File: src/rtl/matrix_anim_seq_if.sv
// Wishbone write-only bus between matrix_anim_seq (master) and the LED matrix
// driver's register slave port.
//   cyc, stb, we, addr, sel, wdata : master -> slave
//   ack, stall                     : slave -> master
interface matrix_anim_seq_if #(
    parameter int unsigned WB_DATA_WIDTH = 32,
    parameter int unsigned WB_ADDR_WIDTH = 3,
    parameter int unsigned WB_SEL_WIDTH  = WB_DATA_WIDTH / 8
);
    logic                     cyc;
    logic                     stb;
    logic                     we;
    logic [WB_ADDR_WIDTH-1:0] addr;
    logic [WB_SEL_WIDTH-1:0]  sel;
    logic [WB_DATA_WIDTH-1:0] wdata;
    logic                     ack;
    logic                     stall;

    modport master (
        output cyc, stb, we, addr, sel, wdata,
        input  ack, stall
    );

    modport slave (
        input  cyc, stb, we, addr, sel, wdata,
        output ack, stall
    );
endinterface

File: src/rtl/matrix_anim_seq.sv
// Wishbone master that rewrites the 8 row registers of the LED matrix driver
// once per frame period with a rotating nibble pattern (diagonal scroll).
// One single-beat write is outstanding at a time; a row that stays open for
// ACK_TIMEOUT cycles without an ack aborts the frame into a sticky error.
// Ports:
//   clk, reset     : clock, asynchronous active-high reset
//   i_enable       : run the animation while high
//   i_clear_err    : clear the sticky error and return to idle
//   wb             : Wishbone master port (cyc/stb/we/addr/sel/wdata, ack/stall)
//   o_busy         : a row transaction is in progress
//   o_frame_done   : one-cycle pulse after row 7 is acked
//   o_error        : sticky ack-timeout flag
//   o_frame_count  : completed frames, wraps 255 -> 0
module matrix_anim_seq #(
    parameter int unsigned              WB_DATA_WIDTH = 32,
    parameter int unsigned              WB_ADDR_WIDTH = 3,
    parameter int unsigned              WB_SEL_WIDTH  = WB_DATA_WIDTH / 8,
    parameter int unsigned              FRAME_TICKS   = 1000000,
    parameter int unsigned              ACK_TIMEOUT   = 16,
    parameter logic [WB_DATA_WIDTH-1:0] SEED          = 32'h12345671
) (
    input  logic                     clk,
    input  logic                     reset,
    input  logic                     i_enable,
    input  logic                     i_clear_err,
    matrix_anim_seq_if.master        wb,
    output logic                     o_busy,
    output logic                     o_frame_done,
    output logic                     o_error,
    output logic [7:0]               o_frame_count
);

    localparam int unsigned TmoW = $clog2(ACK_TIMEOUT + 1);
    localparam logic [TmoW-1:0]            TmoLast  = TmoW'(ACK_TIMEOUT - 1);
    localparam logic [31:0]                TickLoad = 32'(FRAME_TICKS - 1);
    localparam logic [WB_ADDR_WIDTH-1:0]   LastRow  = '1;
    localparam logic [2*WB_DATA_WIDTH-1:0] SeedDbl  = {SEED, SEED};

    typedef enum logic [2:0] {
        StIdle,
        StIssue,
        StAckWait,
        StDone,
        StWait,
        StError
    } state_e;

    state_e                   state_q;
    logic [WB_ADDR_WIDTH-1:0] row_q;
    logic [TmoW-1:0]          tmo_q;
    logic [31:0]              tick_q;
    logic [7:0]               frame_cnt_q;
    logic                     cyc_q;
    logic                     stb_q;
    logic                     busy_q;
    logic                     done_q;
    logic                     err_q;

    logic                       row_ack;
    logic                       tmo_hit;
    logic [2:0]                 rot_idx;
    logic [2*WB_DATA_WIDTH-1:0] rot_full;
    logic [WB_DATA_WIDTH-1:0]   pattern;

    // An ack counts in ISSUE only on the edge the request is accepted.
    always_comb begin
        row_ack = ((state_q == StIssue) && !wb.stall && wb.ack) ||
                  ((state_q == StAckWait) && wb.ack);
        tmo_hit = (tmo_q == TmoLast);
    end

    // Rotating the doubled seed left and keeping the top half is a rotate-left
    // of SEED by 4*((row + frame) mod 8).
    always_comb begin
        rot_idx  = row_q[2:0] + frame_cnt_q[2:0];
        rot_full = SeedDbl << {rot_idx, 2'b00};
        pattern  = rot_full[2*WB_DATA_WIDTH-1 -: WB_DATA_WIDTH];
    end

    always_ff @(posedge clk or posedge reset) begin
        if (reset) begin
            state_q     <= StIdle;
            row_q       <= '0;
            tmo_q       <= '0;
            tick_q      <= '0;
            frame_cnt_q <= '0;
            cyc_q       <= 1'b0;
            stb_q       <= 1'b0;
            busy_q      <= 1'b0;
            done_q      <= 1'b0;
            err_q       <= 1'b0;
        end else begin
            done_q <= 1'b0;
            unique case (state_q)
                StIdle: begin
                    if (i_enable) begin
                        state_q <= StIssue;
                        row_q   <= '0;
                        tmo_q   <= '0;
                        cyc_q   <= 1'b1;
                        stb_q   <= 1'b1;
                        busy_q  <= 1'b1;
                    end
                end
                StIssue, StAckWait: begin
                    if (row_ack) begin
                        if (row_q == LastRow) begin
                            state_q     <= StDone;
                            cyc_q       <= 1'b0;
                            stb_q       <= 1'b0;
                            busy_q      <= 1'b0;
                            done_q      <= 1'b1;
                            frame_cnt_q <= frame_cnt_q + 8'd1;
                        end else begin
                            state_q <= StIssue;
                            row_q   <= row_q + 1'b1;
                            tmo_q   <= '0;
                            stb_q   <= 1'b1;
                        end
                    end else if (tmo_hit) begin
                        // Ack priority above: a last-cycle ack still completes the row.
                        state_q <= StError;
                        cyc_q   <= 1'b0;
                        stb_q   <= 1'b0;
                        busy_q  <= 1'b0;
                        err_q   <= 1'b1;
                    end else begin
                        tmo_q <= tmo_q + 1'b1;
                        if ((state_q == StIssue) && !wb.stall) begin
                            state_q <= StAckWait;
                            stb_q   <= 1'b0;
                        end
                    end
                end
                StDone: begin
                    if (i_enable) begin
                        state_q <= StWait;
                        tick_q  <= TickLoad;
                    end else begin
                        state_q <= StIdle;
                    end
                end
                StWait: begin
                    if (!i_enable) begin
                        state_q <= StIdle;
                    end else if (tick_q == '0) begin
                        state_q <= StIssue;
                        row_q   <= '0;
                        tmo_q   <= '0;
                        cyc_q   <= 1'b1;
                        stb_q   <= 1'b1;
                        busy_q  <= 1'b1;
                    end else begin
                        tick_q <= tick_q - 32'd1;
                    end
                end
                StError: begin
                    if (i_clear_err) begin
                        err_q   <= 1'b0;
                        state_q <= StIdle;
                    end
                end
                default: state_q <= StIdle;
            endcase
        end
    end

    // Address/data/select are gated by stb so the bus reads all-zero when idle.
    assign wb.cyc   = cyc_q;
    assign wb.stb   = stb_q;
    assign wb.we    = stb_q;
    assign wb.sel   = {WB_SEL_WIDTH{stb_q}};
    assign wb.addr  = stb_q ? row_q : '0;
    assign wb.wdata = stb_q ? pattern : '0;

    assign o_busy        = busy_q;
    assign o_frame_done  = done_q;
    assign o_error       = err_q;
    assign o_frame_count = frame_cnt_q;

endmodule

File: src/flat_wrapper.sv
// flat-port wrapper written by rule: the top's interface ports become plain ports
module matrix_anim_seq_flat 
#(
    parameter int unsigned              WB_DATA_WIDTH = 32,
    parameter int unsigned              WB_ADDR_WIDTH = 3,
    parameter int unsigned              WB_SEL_WIDTH  = WB_DATA_WIDTH / 8,
    parameter int unsigned              FRAME_TICKS   = 1000000,
    parameter int unsigned              ACK_TIMEOUT   = 16,
    parameter logic [WB_DATA_WIDTH-1:0] SEED          = 32'h12345671
)
  (clk, reset, i_enable, i_clear_err, o_busy, o_frame_done, o_error, o_frame_count, wb_cyc, wb_stb, wb_we, wb_addr, wb_sel, wb_wdata, wb_ack, wb_stall);
  matrix_anim_seq_if #(.WB_DATA_WIDTH(WB_DATA_WIDTH), .WB_ADDR_WIDTH(WB_ADDR_WIDTH), .WB_SEL_WIDTH(WB_SEL_WIDTH)) wb_i ();
  input  logic clk;
  input  logic reset;
  input  logic i_enable;
  input  logic i_clear_err;
  output logic o_busy;
  output logic o_frame_done;
  output logic o_error;
  output logic [7:0] o_frame_count;
  output wire logic [$bits(wb_i.cyc)-1:0] wb_cyc;
  output wire logic [$bits(wb_i.stb)-1:0] wb_stb;
  output wire logic [$bits(wb_i.we)-1:0] wb_we;
  output wire logic [$bits(wb_i.addr)-1:0] wb_addr;
  output wire logic [$bits(wb_i.sel)-1:0] wb_sel;
  output wire logic [$bits(wb_i.wdata)-1:0] wb_wdata;
  input wire logic [$bits(wb_i.ack)-1:0] wb_ack;
  input wire logic [$bits(wb_i.stall)-1:0] wb_stall;
  assign wb_cyc = wb_i.cyc;
  assign wb_stb = wb_i.stb;
  assign wb_we = wb_i.we;
  assign wb_addr = wb_i.addr;
  assign wb_sel = wb_i.sel;
  assign wb_wdata = wb_i.wdata;
  assign wb_i.ack = wb_ack;
  assign wb_i.stall = wb_stall;
  matrix_anim_seq #(.WB_DATA_WIDTH(WB_DATA_WIDTH), .WB_ADDR_WIDTH(WB_ADDR_WIDTH), .WB_SEL_WIDTH(WB_SEL_WIDTH), .FRAME_TICKS(FRAME_TICKS), .ACK_TIMEOUT(ACK_TIMEOUT), .SEED(SEED)) u_core (.clk(clk), .reset(reset), .i_enable(i_enable), .i_clear_err(i_clear_err), .wb(wb_i), .o_busy(o_busy), .o_frame_done(o_frame_done), .o_error(o_error), .o_frame_count(o_frame_count));
endmodule
File: config.mk
export PLATFORM = sky130hd
export DESIGN_NAME = matrix_anim_seq_flat
export DESIGN_NICKNAME = d
export VERILOG_FILES = /design/src/rtl/matrix_anim_seq_if.sv /design/src/rtl/matrix_anim_seq.sv /design/src/flat_wrapper.sv
export SDC_FILE = /design/constraint.sdc
export NUM_CORES = 1
export LEC_CHECK = 0
export ABC_AREA = 1
export BUFFER_PORTS_ARGS = -buffer_cell sky130_fd_sc_hd__buf_2
export CORE_MARGIN = 4
export CORE_UTILIZATION = 60
export DETAILED_ROUTE_END_ITERATION = 6
export PLACE_DENSITY = 0.81
export SYNTH_ARGS = -nofsm -noshare
export SYNTH_HDL_FRONTEND = slang
export SYNTH_SLANG_ARGS = --single-unit
export TNS_END_PERCENT = 5
File: constraint.sdc
create_clock -name clk -period 4.35 [get_ports clk]
set_input_delay 0.87 -clock clk [delete_from_list [all_inputs] [get_ports clk]]
set_output_delay 0.87 -clock clk [all_outputs]
set_load 0.01 [all_outputs]
==> results by group, run 1 <==
Clocking
  • Number of buffers on the longest clock path: 2
  • Number of CTS-inserted buffers: 5
  • Setup repair bufs after CTS: 0
  • Clock transition at path regs: 0.10 ns
  • Count of clock tree sinks: 55
  • Clock Root Buffer: clkbuf_8
  • Worst-skew pair later-pin latency: 0.32 ns
  • CTS H-Tree Depth: 2
  • # hold bufs at CTS: 0
  • Post-CTS Resized: 0
  • Clock tree from TritonCTS: yes

Final layout
  • Final-stage net count: 647
  • P&R area growth vs syn: 6.66%
  • Share of final-layout standard cells stronger than drive strength 1: 0.174
  • ANT cells: 0

Critical path
  • Cell with the biggest individual delay on the critical path: fa_1
  • CP startpoint kind: flip-flop
  • Data arrival, critical path: around 2.4 ns
  • Data required time at the worst endpoint: 3.48 ns
  • CP Capture Point: wb_wdata[22]
  • Kind of end point of the critical path: output port
  • Reg2Reg Setup Slack: approximately 2.1 ns
  • Reg2reg path depth: 10
  • Delay of the slowest critical-path stage: slightly below 0.6 ns
  • Worst r2r src: u_core.tick_q[0]
  • Startpoint-to-endpoint class of the critical path: flip-flop to output port
  • Cell breakdown of the critical path: ha_1, fa_1, inv_1, ha_1, a21oi_1, inv_1, a21oi_1, buf_2
  • Worst flop-to-flop path endpoint: u_core.tick_q[27]
  • Peak fanout along the critical path: 6
  • Crit path from: u_core.row_q[0]

Min path
  • Number of instances on the worst hold path: 1
  • Classification of the worst-slack hold path: flip-flop to flip-flop

GRT
  • Initial antenna violation count: 0
  • Pin count of the biggest net entering global routing: 56
  • Global route overflow: 0
  • Global-route wire length before repair: 15.6 mm
  • Number of global-route vias before repair: about 3600
  • Global-route total usage across every layer: 0.221

Synthesis
  • Post-synth EDFFs: 0
  • Register bit total from synthesis: 55
  • Cell area after synthesis: 4140 um^2
  • Simple logic cell fraction of the synthesized area: 0.386
  • Share of synthesized area occupied by flip-flops and latches: 0.333
  • Count of synthesis-stage warnings from yosys: 0
  • Share of the synthesized netlist area taken by xor and xnor gates: 0.0487
  • Count of unique library cells instantiated by Yosys: 37
  • Mux contribution to synthesized area: 0
  • Fraction of registers with async set/reset: 1.00
  • Post-Synthesis Mean Instance Area: between 7 and 8 um^2
  • Most area-hungry cell type in the Yosys netlist: dfrtp_1
  • Primary flip-flop cell chosen by synthesis mapping: dfrtp_1
  • Adder and majority cell fraction of the synthesized area: 0.0442
  • Post-synthesis instance total: 589
  • Portion of synthesized cell area occupied by the leading cell type: 0.333
  • Largest family of logic cells by synthesized area: simple AND/OR/NAND/NOR gates
  • Compound-Gate Fraction of Synth Area: 0.0841
  • Main area contributors after synthesis: dfrtp_1 33%, nand2_1 16%, nor2_1 8.7%, nand3_1 5.0%, inv_1 4.8%

Run status
  • Status: finished clean

Detailed routing
  • Post-route antenna net violation count: 0
  • Aggregate routed wire length: about 9 mm
  • Violation count after the first detailed-routing iteration: between 150 and 200
  • Via total after detailed routing: 3778
  • Via-to-Cell Ratio: around 5.4
  • Number of detailed-route iterations in the first pass: 4
  • Routed wirelength normalized by instance count: 12.7 um
  • DRC errors left: 0

Pwr
  • Max VDD drop: about 0.42 mV
  • Cell leakage power: around 2.3 nW
  • Total power divided by cell area: 683 nW/um^2

Die
  • Width of the chip: ~90 um
  • Number of core rows: 29
  • Initial Utilization: 0.633
  • Placeable core region: 6530 um^2
  • Area of the die: 8280 um^2
  • Die Y: 91.0 um
  • Top-level port count: 59

Placement
  • Post-DP HPWL: 6.77 mm
  • RePlAce Congestion: 0.901
  • Number of input and output port buffers inserted: 50
  • Minimum setup slack after placement: 1.45 ns

Timing
  • Worst-case clock skew: around 0.017 ns
  • Number of setup violations in the final report: 0
  • Least setup slack across all paths after layout: 1.10 ns
  • Shortest clock period the worst path allows after layout: 3.25 ns
  • Setup repair after global routing missed its margin: false
  • Number of pins with negative max-slew slack in the final report: 0
  • Achievable Freq: 308 MHz
  • Number of hold violations in the final report: 0
  • Tightest Pin Transition: between 0.7 and 0.8 ns
  • Relative max-transition margin: 0.517
  • Post-route setup TNS: 0 ns
  • Hold_ws: ~0.5 ns
  • Final worst path period share: 0.747

Flow run
  • Reported max-cap violation count: 0
metrics by stage:
stage / instance area (um^2) / util / cells / power (W)
2_1_floorplan: 4160 / - / 596 / 0.00230
3_3_place_gp: 4300 / 0.659 / 697 / 0.00262
3_5_place_dp: 4300 / 0.659 / 697 / 0.00267
4_1_cts: 4410 / 0.675 / 704 / 0.00302
5_1_grt: 4410 / 0.675 / 704 / 0.00331
6_report: 4410 / 0.675 / 704 / 0.00301
critical path: cells and delay by family (launching register included):
family / cells / cell delay, ns
flops: 1 / 0.45
compound gates: 2 / 0.25
buf+inv: 3 / 0.35
fa+ha+maj: 3 / 1.03
sequential cells by signal, indices dropped and copies added, names as in the netlist:
signal,flops
u_core.state_q,3
u_core.o_error,1
u_core.wb.cyc,1
u_core.wb.stb,1
u_core.o_frame_count,8
u_core.tick_q,32
u_core.row_q,3
u_core.tmo_q,5
u_core.o_frame_done,1
worst min-delay path by stage:
stage / startpoint / end
6_report: u_core.o_frame_count[6] / u_core.o_frame_count[6]
5_1_grt: u_core.o_frame_count[6] / u_core.o_frame_count[6]
4_1_cts: u_core.tmo_q[4] / u_core.tmo_q[4]
3_5_place_dp: u_core.tmo_q[4] / u_core.tmo_q[4]
3_3_place_gp: u_core.tmo_q[4] / u_core.tmo_q[4]
2_1_floorplan: u_core.tmo_q[4] / u_core.tmo_q[4]
cells by family (layout without fill, tap and decap cells):
family          after synthesis  count (layout)
simple gates                363             363
fa+ha+maj                    14              14
buf+inv                      84             115
flops                        55              55
xor+xnor                     23              23
compound gates               49              49
other cells                   1               8
per-layer routing:
metal	global-route usage	up-vias	share of wire
li1	-	1926	-
met1	0.265	1736	0.44
met2	0.406	104	0.50
met3	0.0413	12	0.051
met4	0.0565	0	0.014
met5	0	-	0
synthesized netlist by cell type (2+ instances only):
master,n
nand2_1,176
clkinv_1,2
xor2_1,14
nor2_2,6
nor2_8,2
o21ai_0,8
o21ai_1,5
buf_4,19
inv_1,53
nand2_4,3
ha_1,13
nand3_1,41
nor2_1,96
nor3_1,3
dfrtp_1,55
xnor2_1,9
nand4_1,19
nor2_4,3
inv_2,2
buf_6,5
o21ai_2,22
or2_2,3
a21oi_1,6
nand2_2,7
o21bai_1,5
cell usage in the layout, fill, tap and decap left out:
master	Yosys	routed
clkinv_1	2	2
a21oi_2	1	1
or2_0	1	1
a31oi_1	1	1
nand2_2	7	7
nor2_1	96	96
nand2_4	3	3
nor3_1	3	3
buf_4	19	1
nor2_2	6	6
bufinv_16	0	1
nand3_1	41	41
o21bai_1	5	5
nand3b_1	1	1
dfrtp_1	55	55
conb_1	1	8
xor2_1	14	14
inv_2	2	3
buf_2	1	50
xnor2_1	9	9
o21ai_0	8	8
inv_1	53	52
fa_1	1	1
nor2_8	2	2
clkinvlp_4	0	1
or2_2	3	3
nand4_1	19	19
a21oi_1	6	6
clkbuf_8	0	5
a211oi_1	1	1
nor2_4	3	3
and2_1	1	1
nand3_2	1	1
o21ai_1	5	5
ha_1	13	13
o21ai_2	22	22
nand2_1	176	176
layout make-up:
class | instances | area (um^2)
multi-input cells | 457 | 2360
fillers | 560 | 2120
flip-flops and latches | 55 | 1380
repair buffers | 51 | 258
inverters | 57 | 214
well taps | 77 | 96.3
clock buffers | 5 | 68.8
clock inverters | 2 | 37.5
where the power goes:
| group | internal (W) | switching, W |
|---|---|---|
| clock | 0.000169 | 0.000174 |
| sequential | 0.000680 | 0.000224 |
| combinational | 0.000631 | 0.00113 |
| total | 0.00148 | 0.00153 |
No activity file was read; power rests on OpenSTA's default activity.
==> run 2, diff against run 1 <==
--- a/config.mk
+++ b/config.mk
@@ -8,9 +8,9 @@
 export ABC_AREA = 1
 export BUFFER_PORTS_ARGS = -buffer_cell sky130_fd_sc_hd__buf_2
 export CORE_MARGIN = 4
-export CORE_UTILIZATION = 60
+export CORE_UTILIZATION = 58
 export DETAILED_ROUTE_END_ITERATION = 6
-export PLACE_DENSITY = 0.81
+export PLACE_DENSITY = 0.79
 export SYNTH_ARGS = -nofsm -noshare
 export SYNTH_HDL_FRONTEND = slang
 export SYNTH_SLANG_ARGS = --single-unit
==> constraint.sdc (replaced) <==
create_clock -name clk -period 3.1 [get_ports clk]
set_input_delay 0.62 -clock clk [delete_from_list [all_inputs] [get_ports clk]]
set_output_delay 0.62 -clock clk [all_outputs]
set_load 0.01 [all_outputs]
==> results by group, run 2 (synthesis gave the netlist of run 1 again) <==
GRT
  • Number of global-route vias before repair: 3507
  • Global-route total usage across every layer: 0.218
  • Pin count of the biggest net entering global routing: 56
  • Global route overflow: 0
  • Initial antenna violation count: 0
  • Global-route wire length before repair: 15.4 mm

Pwr
  • Cell leakage power: 2.33 nW
  • Total Power Consumption: between 0.004 and 0.005 W
  • Max VDD drop: ~0.43 mV
  • Total power divided by cell area: 947 nW/um^2

Clocking
  • Number of CTS-inserted buffers: 5
  • Clock tree from TritonCTS: yes
  • Clock transition at path regs: 0.11 ns
  • Worst-skew pair later-pin latency: between 0.3 and 0.4 ns
  • # hold bufs at CTS: 0
  • Clock Root Buffer: clkbuf_8
  • CTS H-Tree Depth: 2
  • Count of clock tree sinks: 55
  • Number of buffers on the longest clock path: 2

Timing
  • Least setup slack across all paths after layout: 0.133 ns
  • Final worst path period share: 0.957
  • Number of pins with negative max-slew slack in the final report: 0
  • Achievable Freq: 337 MHz
  • Number of hold violations in the final report: 0
  • Worst-case clock skew: 0.00852 ns
  • Number of setup violations in the final report: 0
  • Relative max-transition margin: 0.541
  • Shortest clock period the worst path allows after layout: a little under 3 ns
  • Post-route setup TNS: 0 ns
  • Tightest Pin Transition: 0.689 ns

Critical path
  • Reg2reg path depth: 10
  • Reg2Reg Setup Slack: 0.85 ns
  • Peak fanout along the critical path: 6
  • Worst flop-to-flop path endpoint: u_core.tick_q[22]
  • CP Capture Point: wb_wdata[22]
  • Data arrival, critical path: between 2 and 2.5 ns
  • CP startpoint kind: flip-flop
  • Data required time at the worst endpoint: ~2.5 ns
  • Kind of end point of the critical path: output port
  • Startpoint-to-endpoint class of the critical path: flip-flop to output port
  • Crit path from: u_core.row_q[0]
  • Worst r2r src: u_core.tick_q[0]

Die
  • Top-level port count: roughly 60
  • Area of the die: ~8500 um^2
  • Die Y: 92.4 um
  • Number of core rows: 30
  • Placeable core region: ~6900 um^2
  • Initial Utilization: 0.602
  • Width of the chip: 92.4 um

Detailed routing
  • Routed wirelength normalized by instance count: 12.3 um
  • Post-route antenna net violation count: 0
  • Violation count after the first detailed-routing iteration: between 150 and 200
  • Aggregate routed wire length: 8.95 mm
  • DRC errors left: 0
  • Number of detailed-route iterations in the first pass: 4
  • Via-to-Cell Ratio: a little over 5
  • Via total after detailed routing: 3725

Run status
  • Status: finished clean

Final layout
  • Most frequent standard cell in the layout excluding fill and tap cells: nand2_1
  • Final cell utilization of the core: 0.648
  • Final-stage net count: 650
  • Max reg flops: 32
  • Commonest cells after routing, fill and taps aside: 175 x nand2_1, 96 x nor2_1, 55 x dfrtp_1, 51 x inv_1, 50 x buf_2
  • Register with the most flip-flops: u_core.tick_q
  • Share of final-layout standard cells stronger than drive strength 1: 0.185
  • ANT cells: 0
  • Post-route design area: 4450 um^2
  • P&R area growth vs syn: 7.72%

Placement
  • Post-DP HPWL: 6.78 mm
  • Placement-stage cell area: 4330 um^2
  • Number of input and output port buffers inserted: 50
  • RePlAce Congestion: 0.869
  • Minimum setup slack after placement: 0.398 ns

Flow run
  • Reported max-cap violation count: 0

Min path
  • Classification of the worst-slack hold path: input pin to asynchronous set/reset pin
[run 2: cell type report]
| type | count | area, um^2 |
|---|---|---|
| clock buffer | 5 | 68.8 |
| clock inverter | 3 | 27.5 |
| fill | 629 | 2410 |
| inverter | 57 | 214 |
| multi-input combinational | 457 | 2370 |
| sequential | 55 | 1380 |
| tap | 96 | 120 |
| timing repair buffer | 54 | 280 |
[run 2: worst min-delay path by stage]
stage / from / end / slack, ns / depth (start not counted)
2_1_floorplan: u_core.tmo_q[4] / u_core.tmo_q[4] / 0.44 / 2
3_3_place_gp: u_core.tmo_q[4] / u_core.tmo_q[4] / 0.46 / 2
3_5_place_dp: u_core.tmo_q[4] / u_core.tmo_q[4] / 0.47 / 2
4_1_cts: reset / u_core.state_q[0] / 0.50 / 3
5_1_grt: reset / u_core.state_q[0] / 0.53 / 3
6_report: reset / u_core.state_q[0] / 0.46 / 3
[run 2: what timing repair did]
item                                    in CTS  in global routing
resized for setup                            0                  4
endpoints found under the setup margin       0                  6
setup buffers                                0                  3
hold endpoints to repair                     0                  0
[run 2: worst max-delay path: stages (launching register included)]
cell     delay (ns)
dfrtp_1        0.43
ha_2           0.20
fa_2           0.61
inv_2          0.08
ha_1           0.21
a21oi_1        0.15
inv_1          0.07
a21oi_1        0.13
buf_2          0.15
[run 2: per-layer routing]
layer / track usage / wire (um) / vias to the layer above
li1: - / - / 1919
met1: 0.262 / 3940 / 1719
met2: 0.398 / 4500 / 76
met3: 0.0292 / 356 / 11
met4: 0.0730 / 154 / 0
met5: 0 / 0 / -
[run 2: metrics by stage]
stage,hold slack (ns),instances
after floorplan,0.442,596
after global placement,0.458,716
after detailed placement,0.468,716
after CTS,0.495,724
after global routing,0.534,727
final,0.465,727
[run 2: power breakdown]
part | total, W | internal [W] | switching (W) | leakage [nW]
sequential | 0.00127 | 0.000954 | 0.000311 | 0.713
combinational | 0.00253 | 0.000908 | 0.00162 | 1.57
clock | 0.000423 | 0.000166 | 0.000256 | 0.0463
total | 0.00422 | 0.00203 | 0.00219 | 2.33
==> run 3, diff against run 2 <==
--- a/config.mk
+++ b/config.mk
@@ -7,10 +7,11 @@
 export LEC_CHECK = 0
 export ABC_AREA = 1
 export BUFFER_PORTS_ARGS = -buffer_cell sky130_fd_sc_hd__buf_2
+export CORE_ASPECT_RATIO = 0.6
 export CORE_MARGIN = 4
-export CORE_UTILIZATION = 58
+export CORE_UTILIZATION = 60
 export DETAILED_ROUTE_END_ITERATION = 6
-export PLACE_DENSITY = 0.79
+export PLACE_DENSITY = 0.81
 export SYNTH_ARGS = -nofsm -noshare
 export SYNTH_HDL_FRONTEND = slang
 export SYNTH_SLANG_ARGS = --single-unit
==> constraint.sdc (replaced) <==
create_clock -name clk -period 3.42 [get_ports clk]
set_input_delay 0.684 -clock clk [delete_from_list [all_inputs] [get_ports clk]]
set_output_delay 0.684 -clock clk [all_outputs]
set_load 0.01 [all_outputs]
==> results by group, run 3 (synthesis gave the netlist of run 1 again) <==
GRT
  • Number of global-route vias before repair: about 3400
  • Pin count of the biggest net entering global routing: 36
  • Global-route wire length before repair: 16.0 mm
  • Global route overflow: 0
  • Global-route total usage across every layer: 0.240
  • Initial antenna violation count: 0

Timing
  • Tightest Pin Transition: 0.595 ns
  • Shortest clock period the worst path allows after layout: 3.16 ns
  • Achievable Freq: approximately 320 MHz
  • Final worst path period share: 0.923
  • Number of setup violations in the final report: 0
  • Worst-case clock skew: approximately 0.0086 ns
  • Setup repair after global routing missed its margin: false
  • Number of hold violations in the final report: 0
  • Least setup slack across all paths after layout: approximately 0.26 ns
  • Number of pins with negative max-slew slack in the final report: 0
  • Relative max-transition margin: 0.603
  • Post-route setup TNS: 0 ns

Critical path
  • Delay of the slowest critical-path stage: 0.66 ns
  • Logic depth of the worst setup path including buffers: 8
  • Category of cells accounting for the largest share of critical-path delay: adder cells
  • Kind of end point of the critical path: output port
  • Worst r2r src: u_core.tick_q[0]
  • Crit path buffers/inverters: 3
  • Cell breakdown of the critical path: ha_1, fa_1, inv_1, ha_1, a21oi_1, inv_1, a21oi_1, buf_2
  • CP startpoint kind: flip-flop
  • Reg2reg path depth: 10
  • Cell with the biggest individual delay on the critical path: fa_1
  • Data arrival, critical path: between 2 and 2.5 ns
  • Startpoint-to-endpoint class of the critical path: flip-flop to output port
  • Reg2Reg Setup Slack: 1.09 ns
  • Peak fanout along the critical path: 6
  • Data required time at the worst endpoint: 2.74 ns
  • Worst flop-to-flop path endpoint: u_core.tick_q[25]

Final layout
  • Multi-input gate area: between 2000 and 2500 um^2
  • Final-stage net count: 647
  • Final-layout fill cell count: 575
  • Most frequent standard cell in the layout excluding fill and tap cells: nand2_1
  • Register with the most flip-flops: u_core.tick_q
  • Share of final-layout standard cells stronger than drive strength 1: 0.172
  • ANT cells: 0
  • Max reg flops: 32
  • Sequential cell area: between 1000 and 1500 um^2
  • Commonest cells after routing, fill and taps aside: 176 x nand2_1, 96 x nor2_1, 55 x dfrtp_1, 52 x inv_1, 50 x buf_2
  • P&R area growth vs syn: 8.23%

Placement
  • Minimum setup slack after placement: 0.631 ns
  • Post-DP HPWL: 7.34 mm
  • RePlAce Congestion: 0.934
  • Number of input and output port buffers inserted: 50

Clocking
  • # hold bufs at CTS: 0
  • Worst-skew pair later-pin latency: 0.30 ns
  • Setup repair bufs after CTS: 0
  • Clock tree from TritonCTS: yes
  • Number of buffers on the longest clock path: 2
  • Number of CTS-inserted buffers: 5
  • CTS H-Tree Depth: 2
  • Clock Root Buffer: clkbuf_16
  • Clock transition at path regs: 0.07 ns
  • Post-CTS Resized: 0
  • Count of clock tree sinks: 55

Die
  • Placeable core region: 6680 um^2
  • Area of the die: 8330 um^2
  • Number of core rows: 23
  • Initial Utilization: 0.619
  • Width of the chip: 115 um
  • Die Y: 72.3 um
  • Top-level port count: 59

Pwr
  • Cell leakage power: 2.35 nW
  • Total Power Consumption: 0.00405 W
  • Total power divided by cell area: slightly above 900 nW/um^2
  • Max VDD drop: just over 0.4 mV

Detailed routing
  • Routed wirelength normalized by instance count: 13.5 um
  • Violation count after the first detailed-routing iteration: ~330
  • Aggregate routed wire length: 9.62 mm
  • Via total after detailed routing: between 3000 and 4000
  • Post-route antenna net violation count: 0
  • Number of detailed-route iterations in the first pass: 5
  • Via-to-Cell Ratio: 5.46
  • DRC errors left: 0

Min path
  • Classification of the worst-slack hold path: input pin to asynchronous set/reset pin

Flow run
  • Reported max-cap violation count: 0

Run status
  • Status: finished clean
-- run 3: final cells by class --
cell class,count,share of cell area
Clock buffer,6,0.0288
Clock inverter,1,0.00671
Inverter,57,0.0478
Multi-Input combinational cell,457,0.527
Sequential cell,55,0.308
Tap cell,87,0.0243
Timing Repair Buffer,51,0.0576
-- run 3: how the worst max path moves through the flow --
stage	startpoint	endpoint
finish	u_core.row_q[0]	wb_wdata[22]
CTS	u_core.row_q[0]	wb_wdata[22]
detailed placement	u_core.row_q[0]	wb_wdata[22]
global route	u_core.row_q[0]	wb_wdata[6]
global placement	u_core.row_q[0]	wb_wdata[22]
floorplan	u_core.o_frame_count[0]	wb_wdata[22]
-- run 3: per-layer routing --
layer  wire length [um]  vias to the layer above  track usage  share of wire
met1               4760                     1831        0.370           0.50
met2               3970                      140        0.335           0.41
met5                  0                        -            0              0
li1                   -                     1909            -              -
met3                756                       17       0.0533          0.079
met4                125                        0       0.0729          0.013
-- run 3: where the power goes --
part / leakage, nW / switching (W) / internal (W) / total [W]
Clock: 0.0769 / 0.000231 / 0.000342 / 0.000573
Combinational: 1.56 / 0.00150 / 0.000805 / 0.00230
Sequential: 0.713 / 0.000305 / 0.000867 / 0.00117
-- run 3: metrics by stage --
stage	hold WS, ns	cells	cell area (um^2)	util
CTS	0.456	714	4480	0.670
detailed placement	0.471	707	4320	0.647
global route	0.497	714	4480	0.670
floorplan	0.442	596	4160	-
finish	0.451	714	4480	0.670
global placement	0.458	707	4320	0.647
